File: config.mk
export PLATFORM = sky130hd
export DESIGN_NAME = instr_fetch_queue
export DESIGN_NICKNAME = d
export VERILOG_FILES = /design/src/rtl/instr_fetch_queue.sv
export SDC_FILE = /design/constraint.sdc
export NUM_CORES = 1
export LEC_CHECK = 0
export BUFFER_PORTS_ARGS = -buffer_cell sky130_fd_sc_hd__buf_2
export CAP_MARGIN = 15
export CORE_MARGIN = 1
export CORE_UTILIZATION = 62
export DETAILED_ROUTE_END_ITERATION = 7
export GPL_TIMING_DRIVEN = 0
export PLACE_DENSITY = 0.84
export SLEW_MARGIN = 0
export SYNTH_ARGS = -nofsm -noshare
export SYNTH_HDL_FRONTEND = slang
export SYNTH_SLANG_ARGS = --single-unit
File: constraint.sdc
create_clock -name clk -period 8.25 [get_ports clk]
set_input_delay 0.825 -clock clk [delete_from_list [all_inputs] [get_ports clk]]
set_output_delay 0.825 -clock clk [all_outputs]
set_load 0.01 [all_outputs]
File: src/rtl/instr_fetch_queue.sv
// Instruction queue between fetch and decode. A small FIFO sits behind a
// registered output stage that feeds decode. Decode stalls are absorbed
// without losing fetch data. Branch/jump delay slots are tagged, and a
// pipeline flush drains the queue and the output stage to NOP.
module instr_fetch_queue #(
  parameter int DEPTH = 4,
  parameter int AW    = 2
) (
  input  logic        clk,
  input  logic        rst,
  input  logic        flush_i,
  input  logic        if_valid_i,
  input  logic [31:0] if_pc_i,
  input  logic [31:0] if_instr_i,
  input  logic        if_adel_i,
  output logic        if_ready_o,
  input  logic        id_stall_i,
  input  logic        id_ctrl_flow_i,
  output logic        id_valid_o,
  output logic [31:0] id_pc_o,
  output logic [31:0] id_instr_o,
  output logic        id_adel_o,
  output logic        id_in_ds_o
);

  localparam logic [AW:0] FULL_COUNT = (AW + 1)'(DEPTH);

  logic [31:0] fifo_pc    [DEPTH];
  logic [31:0] fifo_instr [DEPTH];
  logic        fifo_adel  [DEPTH];

  logic [AW-1:0] wr_ptr;
  logic [AW-1:0] rd_ptr;
  logic [AW:0]   count;
  logic          ds_pending;

  logic push_ok;
  logic adv;
  logic consume;
  logic fifo_empty;
  logic fifo_rd;
  logic bypass;
  logic fifo_wr;
  logic ds_now;

  // Ready depends only on occupancy, so decode stall never reaches fetch combinationally
  assign if_ready_o = (count != FULL_COUNT);
  assign push_ok    = if_valid_i & if_ready_o & ~flush_i;
  assign adv        = ~id_valid_o | ~id_stall_i;
  assign consume    = id_valid_o & ~id_stall_i;
  assign fifo_empty = (count == '0);
  assign fifo_rd    = adv & ~fifo_empty & ~flush_i;
  assign bypass     = adv & fifo_empty & push_ok;
  assign fifo_wr    = push_ok & ~bypass & ~rst;
  // A branch leaving the output this cycle makes whatever loads now its delay slot
  assign ds_now     = ds_pending | (consume & id_ctrl_flow_i);

  // Storage array; only the pointers and count need clearing on reset or flush
  always_ff @(posedge clk) begin
    if (fifo_wr) begin
      fifo_pc[wr_ptr]    <= if_pc_i;
      fifo_instr[wr_ptr] <= if_instr_i;
      fifo_adel[wr_ptr]  <= if_adel_i;
    end
  end

  // Pointer, occupancy, output stage and delay-slot tracking
  always_ff @(posedge clk) begin
    if (rst || flush_i) begin
      wr_ptr     <= '0;
      rd_ptr     <= '0;
      count      <= '0;
      ds_pending <= 1'b0;
      id_valid_o <= 1'b0;
      id_pc_o    <= '0;
      id_instr_o <= '0;
      id_adel_o  <= 1'b0;
      id_in_ds_o <= 1'b0;
    end else begin
      if (fifo_wr) begin
        wr_ptr <= wr_ptr + AW'(1);
      end
      if (fifo_rd) begin
        rd_ptr <= rd_ptr + AW'(1);
      end
      case ({fifo_wr, fifo_rd})
        2'b10:   count <= count + (AW + 1)'(1);
        2'b01:   count <= count - (AW + 1)'(1);
        default: count <= count;
      endcase
      if (adv) begin
        if (fifo_rd) begin
          id_valid_o <= 1'b1;
          id_pc_o    <= fifo_pc[rd_ptr];
          id_instr_o <= fifo_instr[rd_ptr];
          id_adel_o  <= fifo_adel[rd_ptr];
          id_in_ds_o <= ds_now;
          ds_pending <= 1'b0;
        end else if (bypass) begin
          id_valid_o <= 1'b1;
          id_pc_o    <= if_pc_i;
          id_instr_o <= if_instr_i;
          id_adel_o  <= if_adel_i;
          id_in_ds_o <= ds_now;
          ds_pending <= 1'b0;
        end else begin
          id_valid_o <= 1'b0;
          id_pc_o    <= '0;
          id_instr_o <= '0;
          id_adel_o  <= 1'b0;
          id_in_ds_o <= 1'b0;
          ds_pending <= ds_now;
        end
      end
    end
  end

endmodule
## After elaboration in Yosys (flattened, before gate mapping)

Memory sizes are Yosys's and may differ from the RTL's. A register that Yosys moved wholly into a read port is not among the register bits.
Cells that the tools add are included.

- Bits in registers: 75
- Bits in writable memories: 260
- Output and inout bits: 68
- Word-level logic and storage cells: 61
- Memories: 3

Memory list:

| name | words | width | read ports | clocked after memory_dff | wr ports | RTL line | text |
|---|---|---|---|---|---|---|---|
| fifo_instr | 4 | 32 | 1 | 1 | 1 | 29 | `logic [31:0] fifo_instr [DEPTH];` |
| fifo_pc | 4 | 32 | 1 | 1 | 1 | 28 | `logic [31:0] fifo_pc [DEPTH];` |
| fifo_adel | 4 | 1 | 1 | 1 | 1 | 30 | `logic fifo_adel [DEPTH];` |

- Add/subtract/negate cells: 4
- Eq/ne operators: 3
- Mux-type cells: 21
- Bitwise operators: 18
- Reductions and logical operators: 3

Operator list:

| cell | number |
|---|---|
| $mux W32 | 4 |
| $mux W2 | 6 |
| $and A1 B1 Y1 | 10 |
| $mux W1 | 10 |
| $not A1 Y1 | 6 |
| $pmux W3 S2 | 1 |
| $add A2 B1 Y2 const B | 2 |
| $add A3 B1 Y3 const B | 1 |
| $logic_not A3 Y1 | 1 |
| $ne A3 B3 Y1 const B | 1 |
| $sub A3 B1 Y3 const B | 1 |
| $eq A2 B1 Y1 const B | 1 |
| $eq A2 B2 Y1 const B | 1 |
| $or A1 B1 Y1 | 2 |
| $reduce_bool A2 Y1 | 1 |
| $logic_or A1 B1 Y1 | 1 |

## Depth between registers and ports, before layout

Gate-level depths: netlist of run 1.

- Depth after elaboration: 9
- Mapped depth: 10
- Depth with buffers taken out: 9

## Worst setup path before layout of run 1

OpenSTA, ideal clock, no wires.

- Path type: in2reg
- Start: input port flush_i
- End: memory fifo_adel[0], enable pin
- Arrival time: 2,922 ps
- Required time: 7,820 ps
- Slack: 4,898 ps
- Stages on the path: 3
- Path buffers: 0
- Cells stage by stage: nand2b_1 -> a211oi_1 -> and2_1

- Longest elaborated chain between the ends: 8

Ends and longest elaborated chain:

| what | RTL line | text |
|---|---|---|
| start, declared | 11 | `input logic flush_i,` |
| $not A1 Y1 (*) | 48 | `assign push_ok = if_valid_i & if_ready_o & ~flush_i;` |
| $and A1 B1 Y1 (*) | 48 |  |
| $and A1 B1 Y1 | 53 | `assign bypass = adv & fifo_empty & push_ok;` |
| $not A1 Y1 | 54 | `assign fifo_wr = push_ok & ~bypass & ~rst;` |
| $and A1 B1 Y1 (*) (2 in a row) | 54 |  |
| $mux W1 (*) | 60 | `if (fifo_wr) begin` |
| $mux W1 (not written as such) (*) | 63 | `fifo_adel[wr_ptr] <= if_adel_i;` |
| end, declared | 30 |  |

Every way passes the cells marked *; elsewhere a longest branch is shown, timed or not.

## Worst setup path after layout of run 1

- Start: register id_valid_o
- End: memory fifo_instr[3][25], enable pin

- Longest elaborated chain between the ends: 9

Ends and longest elaborated chain:

| what | RTL line | text |
|---|---|---|
| start, declared | 19 | `output logic id_valid_o,` |
| start signal, assigned | 74 | `id_valid_o <= 1'b0;` |
| start signal, assigned | 93 | `id_valid_o <= 1'b1;` |
| start signal, assigned | 100 | `id_valid_o <= 1'b1;` |
| $not A1 Y1 | 49 | `assign adv = ~id_valid_o \| ~id_stall_i;` |
| $or A1 B1 Y1 | 49 |  |
| $and A1 B1 Y1 (2 in a row) | 53 |  |
| $not A1 Y1 | 54 |  |
| $and A1 B1 Y1 (2 in a row) | 54 |  |
| $mux W1 | 60 |  |
| $mux W1 (not written as such) | 62 | `fifo_instr[wr_ptr] <= if_instr_i;` |
| end, declared | 29 |  |

Every way passes these cells.

==> impl_metrics.csv, run 1 <==
group,metric,value,unit
clocking,clockBufferDepth,3,
timing,worst_pin_slew,0.783,ns
drt,dr.pass1.iters,5,
timing,min_period,2.83,ns
placed_design,portBuffers,138,
clocking,clock_sinks,337,
clocking,cts.hold.buffers_added,0,
min_path,hold_path.class,"reg2reg",
synth,yosys-top-cells-count,"edfxtp_1 (260), dfxtp_1 (77), and4_1 (66)",
outcome,status,"complete, no violations",
global_route,grt_overflow,0,
layout,post-route-util,74.4,%
timing,period_share,34.3,%
timing,final.setup_skew,0.0139,ns
worst_setup_path,cp.arrival,3.02,ns
placed_design,placed_cell_area,13800,um^2
synth,netlist_top_cells_area,"edfxtp_1 (61%), dfxtp_1 (12%), mux4_2 (12%)",
global_route,grt_max_degree,38,
layout,regArea,9350,um^2
worst_setup_path,worstReg2RegStart,"id_valid_o",
floorplanning,dieHeight,145,um
timing,hold_violations,0,
worst_setup_path,r2r_cells,5,
worst_setup_path,worstPathRequired,8.44,ns
clocking,clk_pin_slew_worst_paths,0.06,ns
global_route,antenna_found_initial,2,
power,power.leakage,0.00524,uW
synth,yosysMostFrequentCell,"edfxtp_1",
global_route,first_global_vias,7701,
worst_setup_path,cp_max_fo,35,
synth,synth.net_count,727,
clocking,clock_latency,0.51,ns
clocking,cts_tree,"built",
synth,synth.avg_cell_area,19.6,um^2
run,drv_cap,0,
synth,ys_ff_latch,337,
drt,drc,0,
timing,relSlewSlack,47.5,%
power,ir_drop,172,uV
drt,final_antenna_net_count,0,
floorplanning,start_util,63.1,%
synth,synth_largest_area_cell,"edfxtp_1",
layout,n_antenna_cell,0,
clocking,cts_root_buf,"clkbuf_16",
floorplanning,ioPinCount,139,
clocking,post_cts_buffers,0,
timing,whs,0.482,ns
worst_setup_path,crit_start,"id_valid_o",
synth,netlist_area,12700,um^2
drt,num_vias,7351,
synth,synth_top_area_share,61.4,%
drt,vias_per_cell,6.54,
clocking,cts_inserted_buffers,34,
drt,post_drt_wl_per_cell,24.7,um
layout,drive_above_1_share,33.4,%
placed_design,place.gp.congestion,0.812,
worst_setup_path,r2r-end,"fifo_instr[3][25]",
floorplanning,die_w,145,um
layout,finish.instance_area,15000,um^2
timing,setup_violations,0,
layout,n_fill_cell,1158,
timing,maxSlewViolCount,0,
floorplanning,row_count,52,
placed_design,dp_hpwl,16.9,mm
worst_setup_path,critPathLaunchType,"flip-flop",
drt,wl,27.7,mm
global_route,grt_pass1_wl,43.3,mm
synth,synthCells,650,
worst_setup_path,worstSetupEndpoint,"fifo_instr[3][25]",
floorplanning,core,20200,um^2
worst_setup_path,end_kind,"flip-flop",
drt,drtIter0Drc,644,
min_path,min-delay-start,"id_pc_o[9]",
synth,synthFlopType,"edfxtp_1",
layout,area_growth,17.9,%
layout,fin_nets,905,
synth,synth_cell_types,38,
worst_setup_path,r2r_slack,5.42,ns
timing,rsz0062_at_grt,"no",
layout,multi_input_area,3090,um^2
power,power.density,233,nW/um^2
clocking,ctsResizeCount,0,
synth,synthArstFlopShare,0,%
timing,fmaxAchievable,354,MHz
synth,synth_seq_area_share,73.5,%
global_route,grt.total_usage,26.8,%
floorplanning,dieArea,21100,um^2
synth,synth_edf_count,260,
synth,yosys_warnings,0,
worst_setup_path,worstSetupPathType,"reg2reg",
clocking,cts_htree_levels,2,
timing,final.setup.tns,0,ns
[power by group]
group          switching [uW]  internal, uW
logic                    61.2          31.9
clock network             618           948
registers                6.15          1840
[logic make-up (layout without fill, tap and decap cells)]
group | Yosys count | after routing | share of synthesized area, %
AO/OA/AOI/OAI | 85 | 85 | 6.10
XOR/XNOR | 2 | 2 | 0.138
adder cells (fa/ha/maj) | 6 | 6 | 0.649
buffers and inverters | 58 | 262 | 2.28
flip-flops | 337 | 337 | 73.5
multiplexers | 65 | 65 | 11.5
AND/OR/NAND/NOR | 97 | 97 | 5.85
[layer usage]
| layer | track usage [%] | vias up | wire, um |
|---|---|---|---|
| met2 | 44.3 | 374 | 13900 |
| met1 | 36.7 | 3780 | 11000 |
| met4 | 8.00 | 2 | 646 |
| met3 | 5.28 | 67 | 2120 |
| li1 | - | 3128 | - |
| met5 | 0 | - | 13 |
[cell type report]
type	instances	area share [%]
timing repair buffer	142	5.14
multi-input combinational	255	20.6
inverter	7	0.175
tap	270	2.25
sequential	337	62.3
clock buffer	48	6.72
clock inverter	14	0.993
buffer	51	1.76
[worst min-delay path by stage]
stage,end,slack [ns],depth (start not counted)
after floorplan,ds_pending,0.44,2
after global placement,ds_pending,0.45,2
after detailed placement,id_instr_o[15],0.47,1
after CTS,id_instr_o[19],0.48,1
after global routing,id_instr_o[26],0.49,1
final,id_pc_o[9],0.48,1
[flip-flops by register name, indices dropped and copies added (netlist names), named ones only]
name,cells
ds_pending,1
fifo_instr,128
fifo_adel,4
id_valid_o,1
wr_ptr,2
id_adel_o,1
id_in_ds_o,1
rd_ptr,2
count,3
id_instr_o,32
fifo_pc,128
id_pc_o,32
[stage by stage]
| stage | cells | setup slack, ns | total power (uW) |
|---|---|---|---|
| floorplan | 650 | 4.90 | 1910 |
| global placement | 1058 | 3.54 | 1960 |
| detailed placement | 1062 | 5.13 | 1970 |
| CTS | 1124 | 5.48 | 3520 |
| global route | 1124 | 5.28 | 3580 |
| finish | 1124 | 5.42 | 3500 |
[cells in the final DEF (no fill, tap or decap), types with 2 or more instances in the layout]
cell type	n
mux4_2	65
xor2_1	2
bufinv_16	3
a221o_1	65
buf_1	7
nand3_1	3
nor2_1	7
a21oi_1	8
buf_12	4
o21ai_0	2
ha_1	5
clkbuf_16	37
dfxtp_1	77
buf_2	145
inv_1	7
clkinv_1	2
or3_1	2
or2_2	2
buf_6	6
a31oi_1	2
and2_4	4
clkbuf_1	33
clkinv_2	7
and4_1	66
edfxtp_1	260
clkbuf_8	4
buf_4	5
o211ai_1	2
nand2_1	5
[worst max-delay path, stage by stage, from the launching register on]
cell and delay [ns]:
dfxtp_1 0.33, clkbuf_1 0.28, nand3b_1 0.20, a211oi_1 0.72, and2_4 0.66, buf_12 0.30
No activity file was read; power rests on OpenSTA's default activity.
==> inputs of run 2 (changes only) <==
--- a/config.mk
+++ b/config.mk
@@ -8,10 +8,10 @@
 export BUFFER_PORTS_ARGS = -buffer_cell sky130_fd_sc_hd__buf_2
 export CAP_MARGIN = 15
 export CORE_MARGIN = 1
-export CORE_UTILIZATION = 62
+export CORE_UTILIZATION = 52
 export DETAILED_ROUTE_END_ITERATION = 7
 export GPL_TIMING_DRIVEN = 0
-export PLACE_DENSITY = 0.84
+export PLACE_DENSITY = 0.75
 export SLEW_MARGIN = 0
 export SYNTH_ARGS = -nofsm -noshare
 export SYNTH_HDL_FRONTEND = slang
==> constraint.sdc (replaced) <==
create_clock -name clk -period 2.5 [get_ports clk]
set_input_delay 0.25 -clock clk [delete_from_list [all_inputs] [get_ports clk]]
set_output_delay 0.25 -clock clk [all_outputs]
set_load 0.01 [all_outputs]
==> run 2 against run 1 <==
Against the previous run:
- final area grew 4.7%
- register-to-register slack worse by 5.2 ns
- maximum frequency up 24%
- final cell count grew 10%
- clock skew grew 0.0039 ns
- sequential power grew to 3.3 times the previous value
- worst setup slack worse by 5.2 ns
- power increased to 3.3 times the previous value
- hold slack worse by 0.45 ns
- critical path type unchanged
- critical endpoint is now count[2]
- highest routed layer is now met4
==> impl_metrics.csv, run 2 (synthesized netlist as in run 1, its figures left out) <==
group,metric,value,unit
clocking,clockBufferDepth,3,
placed_design,portBuffers,138,
worst_setup_path,crit_path_top_delay_cell,"dfxtp_1",
global_route,grt_pass1_wl,43.9,mm
worst_setup_path,cp.arrival,2.72,ns
timing,min_period,2.28,ns
global_route,grt_overflow,0,
clocking,cts_inserted_buffers,35,
floorplanning,row_count,56,
timing,maxSlewViolCount,0,
drt,drtIter0Drc,635,
clocking,clock_latency,0.51,ns
drt,vias_per_cell,6.03,
power,power.leakage,0.00550,uW
power,ir_drop,504,uV
drt,post_drt_wl_per_cell,23.2,um
layout,area_growth,23.5,%
clocking,cts_htree_levels,2,
floorplanning,die_w,158,um
layout,most-common-layout-cells,"edfxtp_1 (260), buf_2 (145), dfxtp_1 (77)",
timing,period_share,91.3,%
drt,wl,28.8,mm
global_route,first_global_vias,7791,
layout,largestRegisters,"fifo_instr (128), fifo_pc (128)",
timing,whs,0.0308,ns
global_route,grt.total_usage,23.7,%
power,power.density,727,nW/um^2
timing,relSlewSlack,53.1,%
clocking,clock_sinks,337,
layout,drive_above_1_share,30.8,%
worst_setup_path,worstSetupPathType,"reg2reg",
clocking,cts_tree,"built",
worst_setup_path,end_kind,"flip-flop",
layout,n_antenna_cell,0,
layout,n_fill_cell,1587,
clocking,clk_pin_slew_worst_paths,0.06,ns
timing,worst_pin_slew,0.703,ns
timing,fmaxAchievable,438,MHz
run,drv_cap,0,
timing,setup_violations,0,
drt,dr.pass1.iters,6,
clocking,cts_root_buf,"clkbuf_16",
global_route,antenna_found_initial,0,
outcome,status,"complete, no violations",
floorplanning,ioPinCount,139,
placed_design,place.gp.congestion,0.834,
drt,drc,0,
global_route,grt_max_degree,46,
worst_setup_path,max_stage_delay,0.38,ns
worst_setup_path,worstPathRequired,2.94,ns
layout,final_common_cell,"edfxtp_1",
timing,hold_violations,0,
timing,final.setup.tns,0,ns
worst_setup_path,cp_max_fo,7,
timing,final.setup_skew,0.0177,ns
drt,final_antenna_net_count,0,
floorplanning,core,23800,um^2
min_path,hold_path.class,"in2reg",
drt,num_vias,7479,
floorplanning,dieArea,25100,um^2
worst_setup_path,crit_chain,"nor2_1, a211oi_4, inv_1, ha_1, inv_1, fa_1, xor2_1, or3_1, a21oi_1",
layout,fin_nets,973,
floorplanning,dieHeight,158,um
placed_design,dp_hpwl,17.1,mm
worst_setup_path,critPathLaunchType,"flip-flop",
timing,rsz0062_at_grt,"no",
floorplanning,start_util,53.6,%
worst_setup_path,cpMostUsedCell,"inv_1",
[run 2: cell types whose count changed in the layout (fill, tap and decap cells not counted), moves of 2 or more]
cell | previous run | this run
clkbuf_1 | 33 | 39
bufinv_16 | 3 | 1
clkinv_2 | 7 | 2
buf_12 | 4 | 0
buf_4 | 5 | 7
dlygate4sd3_1 | 0 | 63
and2_2 | 0 | 3
buf_16 | 0 | 4
[run 2: worst max-delay path: cells and delay by family (launching register included)]
kind	cells	cell delay, ns
XOR/XNOR	1	0.19
AND/OR/NAND/NOR	2	0.65
AO/OA/AOI/OAI	2	0.29
adder cells (fa/ha/maj)	2	0.56
flip-flops	1	0.38
buffers and inverters	2	0.15
[run 2: repair_timing]
action                                  in CTS  in global routing
endpoints found under the setup margin     163                  2
cloned                                       3                  0
hold buffers                                63                  0
hold endpoints to repair                   248                  0
gates resized for setup                      2                  0
setup buffers                                2                  0
pin swaps                                    4                  0
[run 2: worst paths after layout]
kind / startpoint / endpoint / slack (ns) / cells after the start
worst max-delay path: count[0] / count[2] / 0.22 / 9
worst min-delay path: if_instr_i[18] / fifo_instr[1][18] / 0.03 / 1
worst max register to register: count[0] / count[2] / 0.22 / 9
worst min register to register: id_instr_o[11] / id_instr_o[11] / 0.48 / 1
[run 2: power breakdown]
group | internal, uW | leakage (uW) | switching (uW)
combinational | 170 | 0.00201 | 213
sequential | 6060 | 0.00296 | 20.6
clock | 2940 | 0.000528 | 2020
total | 9170 | 0.00550 | 2260
[run 2: final cells by class]
cell class | count | area (um^2) | area share, %
clock buffer | 55 | 1030 | 6.58
clock inverter | 8 | 66.3 | 0.422
buffer | 50 | 260 | 1.66
multi-input combinational | 258 | 3130 | 19.9
sequential | 337 | 9350 | 59.5
tap | 319 | 399 | 2.54
timing repair buffer | 207 | 1450 | 9.21
inverter | 7 | 26.3 | 0.167
[run 2: metal layers]
| metal | global-route usage [%] | routed length, um |
|---|---|---|
| met1 | 31.6 | 12100 |
| met2 | 39.6 | 14200 |
| met3 | 5.20 | 2010 |
| met4 | 6.18 | 517 |
| met5 | 0 | 0 |
[run 2: through the flow]
stage	std cells	utilization (%)	cell area, um^2	worst slack [ns]	power, uW
after CTS	1242	66.2	15700	0.111	11500
after detailed placement	1111	58.7	13900	-0.161	6500
final	1241	66.1	15700	0.216	11400
after global placement	1107	58.2	13800	-0.615	6470
after floorplan	650	-	12700	0.0645	6300
after global routing	1241	66.1	15700	0.0850	11700
==> inputs of run 3 (changes only) <==
--- a/config.mk
+++ b/config.mk
@@ -8,10 +8,10 @@
 export BUFFER_PORTS_ARGS = -buffer_cell sky130_fd_sc_hd__buf_2
 export CAP_MARGIN = 15
 export CORE_MARGIN = 1
-export CORE_UTILIZATION = 52
+export CORE_UTILIZATION = 58
 export DETAILED_ROUTE_END_ITERATION = 7
 export GPL_TIMING_DRIVEN = 0
-export PLACE_DENSITY = 0.75
+export PLACE_DENSITY = 0.79
 export SLEW_MARGIN = 0
 export SYNTH_ARGS = -nofsm -noshare
 export SYNTH_HDL_FRONTEND = slang
==> constraint.sdc (replaced) <==
create_clock -name clk -period 2.4 [get_ports clk]
set_input_delay 0.24 -clock clk [delete_from_list [all_inputs] [get_ports clk]]
set_output_delay 0.24 -clock clk [all_outputs]
set_load 0.01 [all_outputs]
==> run 3 against run 2 <==
Against the previous run:
- register-to-register slack got worse by 0.09 ns
- clock skew is 0.0062 ns lower
- largest power group unchanged
- flip-flop and latch count did not move
- worst setup slack got worse by 0.088 ns
- clock-buffer cell count fell by 5
- core utilization rose by 7.3 points
- critical path depth fell by 1
- via count up 0.17%
- critical path type unchanged
- hold slack lost 0.0075 ns
- die area decreased by 10%
- global-route usage grew 2.0 points
- final cell count shrank 3.9%
==> impl_metrics.csv, run 3 (synthesized netlist as in run 1, its figures left out) <==
group,metric,value,unit
worst_setup_path,cp.arrival,2.69,ns
placed_design,portBuffers,138,
clocking,cts_inserted_buffers,35,
drt,drtIter0Drc,630,
timing,relSlewSlack,55.1,%
drt,post_drt_wl_per_cell,23.3,um
timing,worst_pin_slew,0.673,ns
timing,rsz0062_at_grt,"no",
floorplanning,ioPinCount,139,
drt,dr.pass1.iters,5,
power,power.leakage,0.00549,uW
floorplanning,start_util,59.8,%
power,ir_drop,575,uV
worst_setup_path,end_kind,"flip-flop",
layout,drive_above_1_share,31.1,%
drt,num_vias,7492,
layout,area_growth,22.8,%
floorplanning,dieHeight,150,um
timing,maxSlewViolCount,0,
timing,period_share,94.6,%
worst_setup_path,cp_max_fo,7,
drt,vias_per_cell,6.29,
worst_setup_path,worstSetupPathType,"reg2reg",
drt,final_antenna_net_count,0,
timing,final.setup.tns,0,ns
drt,drc,0,
placed_design,dpl.cell_count,1067,
placed_design,place.gp.congestion,0.877,
worst_setup_path,r2r_cells,8,
floorplanning,dieArea,22500,um^2
worst_setup_path,crit_chain,"nor3_1, nor2_1, ha_1, inv_1, fa_1, xor2_1, or3_1, a21oi_1",
clocking,post_cts_buffers,0,
floorplanning,core,21300,um^2
floorplanning,row_count,53,
timing,whs,0.0233,ns
layout,final_cells,1192,
timing,fmaxAchievable,440,MHz
layout,largestRegisters,"fifo_instr (128), fifo_pc (128)",
worst_setup_path,critPathLaunchType,"flip-flop",
drt,wl,27.8,mm
timing,hold_violations,0,
power,power.density,767,nW/um^2
worst_setup_path,crit_path_top_delay_cell,"dfxtp_1",
worst_setup_path,cp.buffers_inverters,1,
timing,final.setup_skew,0.0115,ns
clocking,clk_pin_slew_worst_paths,0.06,ns
timing,setup_violations,0,
global_route,antenna_found_initial,0,
outcome,status,"complete, no violations",
worst_setup_path,max_stage_delay,0.52,ns
clocking,clockBufferDepth,3,
run,drv_cap,0,
global_route,grt.total_usage,25.7,%
clocking,cts_htree_levels,2,
min_path,hold_path_depth,1,
layout,n_antenna_cell,0,
global_route,grt_pass1_wl,43.2,mm
global_route,grt_overflow,0,
global_route,grt_max_degree,35,
clocking,cts_root_buf,"clkbuf_16",
worst_setup_path,crit_cells,8,
worst_setup_path,cp_top_family,"simple AND/OR/NAND/NOR gates",
floorplanning,die_w,150,um
min_path,hold_path.class,"in2reg",
clocking,clock_latency,0.50,ns
clocking,cts_tree,"built",
worst_setup_path,worstPathRequired,2.81,ns
layout,fin_nets,969,
layout,final_common_cell,"edfxtp_1",
global_route,first_global_vias,7861,
timing,min_period,2.27,ns
clocking,clock_sinks,337,
placed_design,dp_hpwl,16.7,mm
layout,most-common-layout-cells,"edfxtp_1 (260), buf_2 (145), dfxtp_1 (74)",
==> run 3: path summary, 6_finish.rpt <==
kind / startpoint / endpoint / slack, ns
worst max-delay path: count[1] / count[2] / 0.13
worst min-delay path: if_pc_i[6] / fifo_pc[3][6] / 0.02
worst max register to register: count[1] / count[2] / 0.13
worst min register to register: id_pc_o[18] / id_pc_o[18] / 0.48
==> run 3: final cells by class <==
type / count / area [um^2]
sequential: 337 / 9350
fill: 1218 / 5660
multi-input combinational: 255 / 3110
timing repair buffer: 206 / 1410
clock buffer: 50 / 1000
tap: 275 / 344
buffer: 50 / 260
clock inverter: 12 / 111
inverter: 7 / 26.3
==> run 3: stage by stage <==
step	util (%)	power, uW	worst slack (ns)	area, um^2
2_1_floorplan	-	6560	-0.0355	12700
3_3_place_gp	64.7	6740	-0.731	13800
3_5_place_dp	65.1	6760	-0.197	13800
4_1_cts	73.3	12000	0.0622	15600
5_1_grt	73.4	12300	0.0129	15600
6_report	73.4	12000	0.129	15600
==> run 3: what timing repair did <==
| action | in CTS | in global routing |
|---|---|---|
| setup endpoints to repair | 138 | 93 |
| pin swaps | 0 | 1 |
| hold buffers | 64 | 0 |
| hold endpoints to repair | 258 | 0 |
| resized for setup | 2 | 5 |
==> run 3: report_power, final <==
part	total, uW	internal (uW)	switching [uW]
Combinational	396	177	219
Clock	5250	3130	2120
Sequential	6330	6310	22.0
==> run 3: layer usage <==
| layer | global-route usage (%) | part of all wire (%) | vias to the layer above |
|---|---|---|---|
| met2 | 42.4 | 51 | 349 |
| met3 | 5.00 | 7.8 | 50 |
| li1 | - | - | 3250 |
| met5 | 0 | 0 | - |
| met1 | 34.9 | 39 | 3843 |
| met4 | 7.78 | 2.0 | 0 |
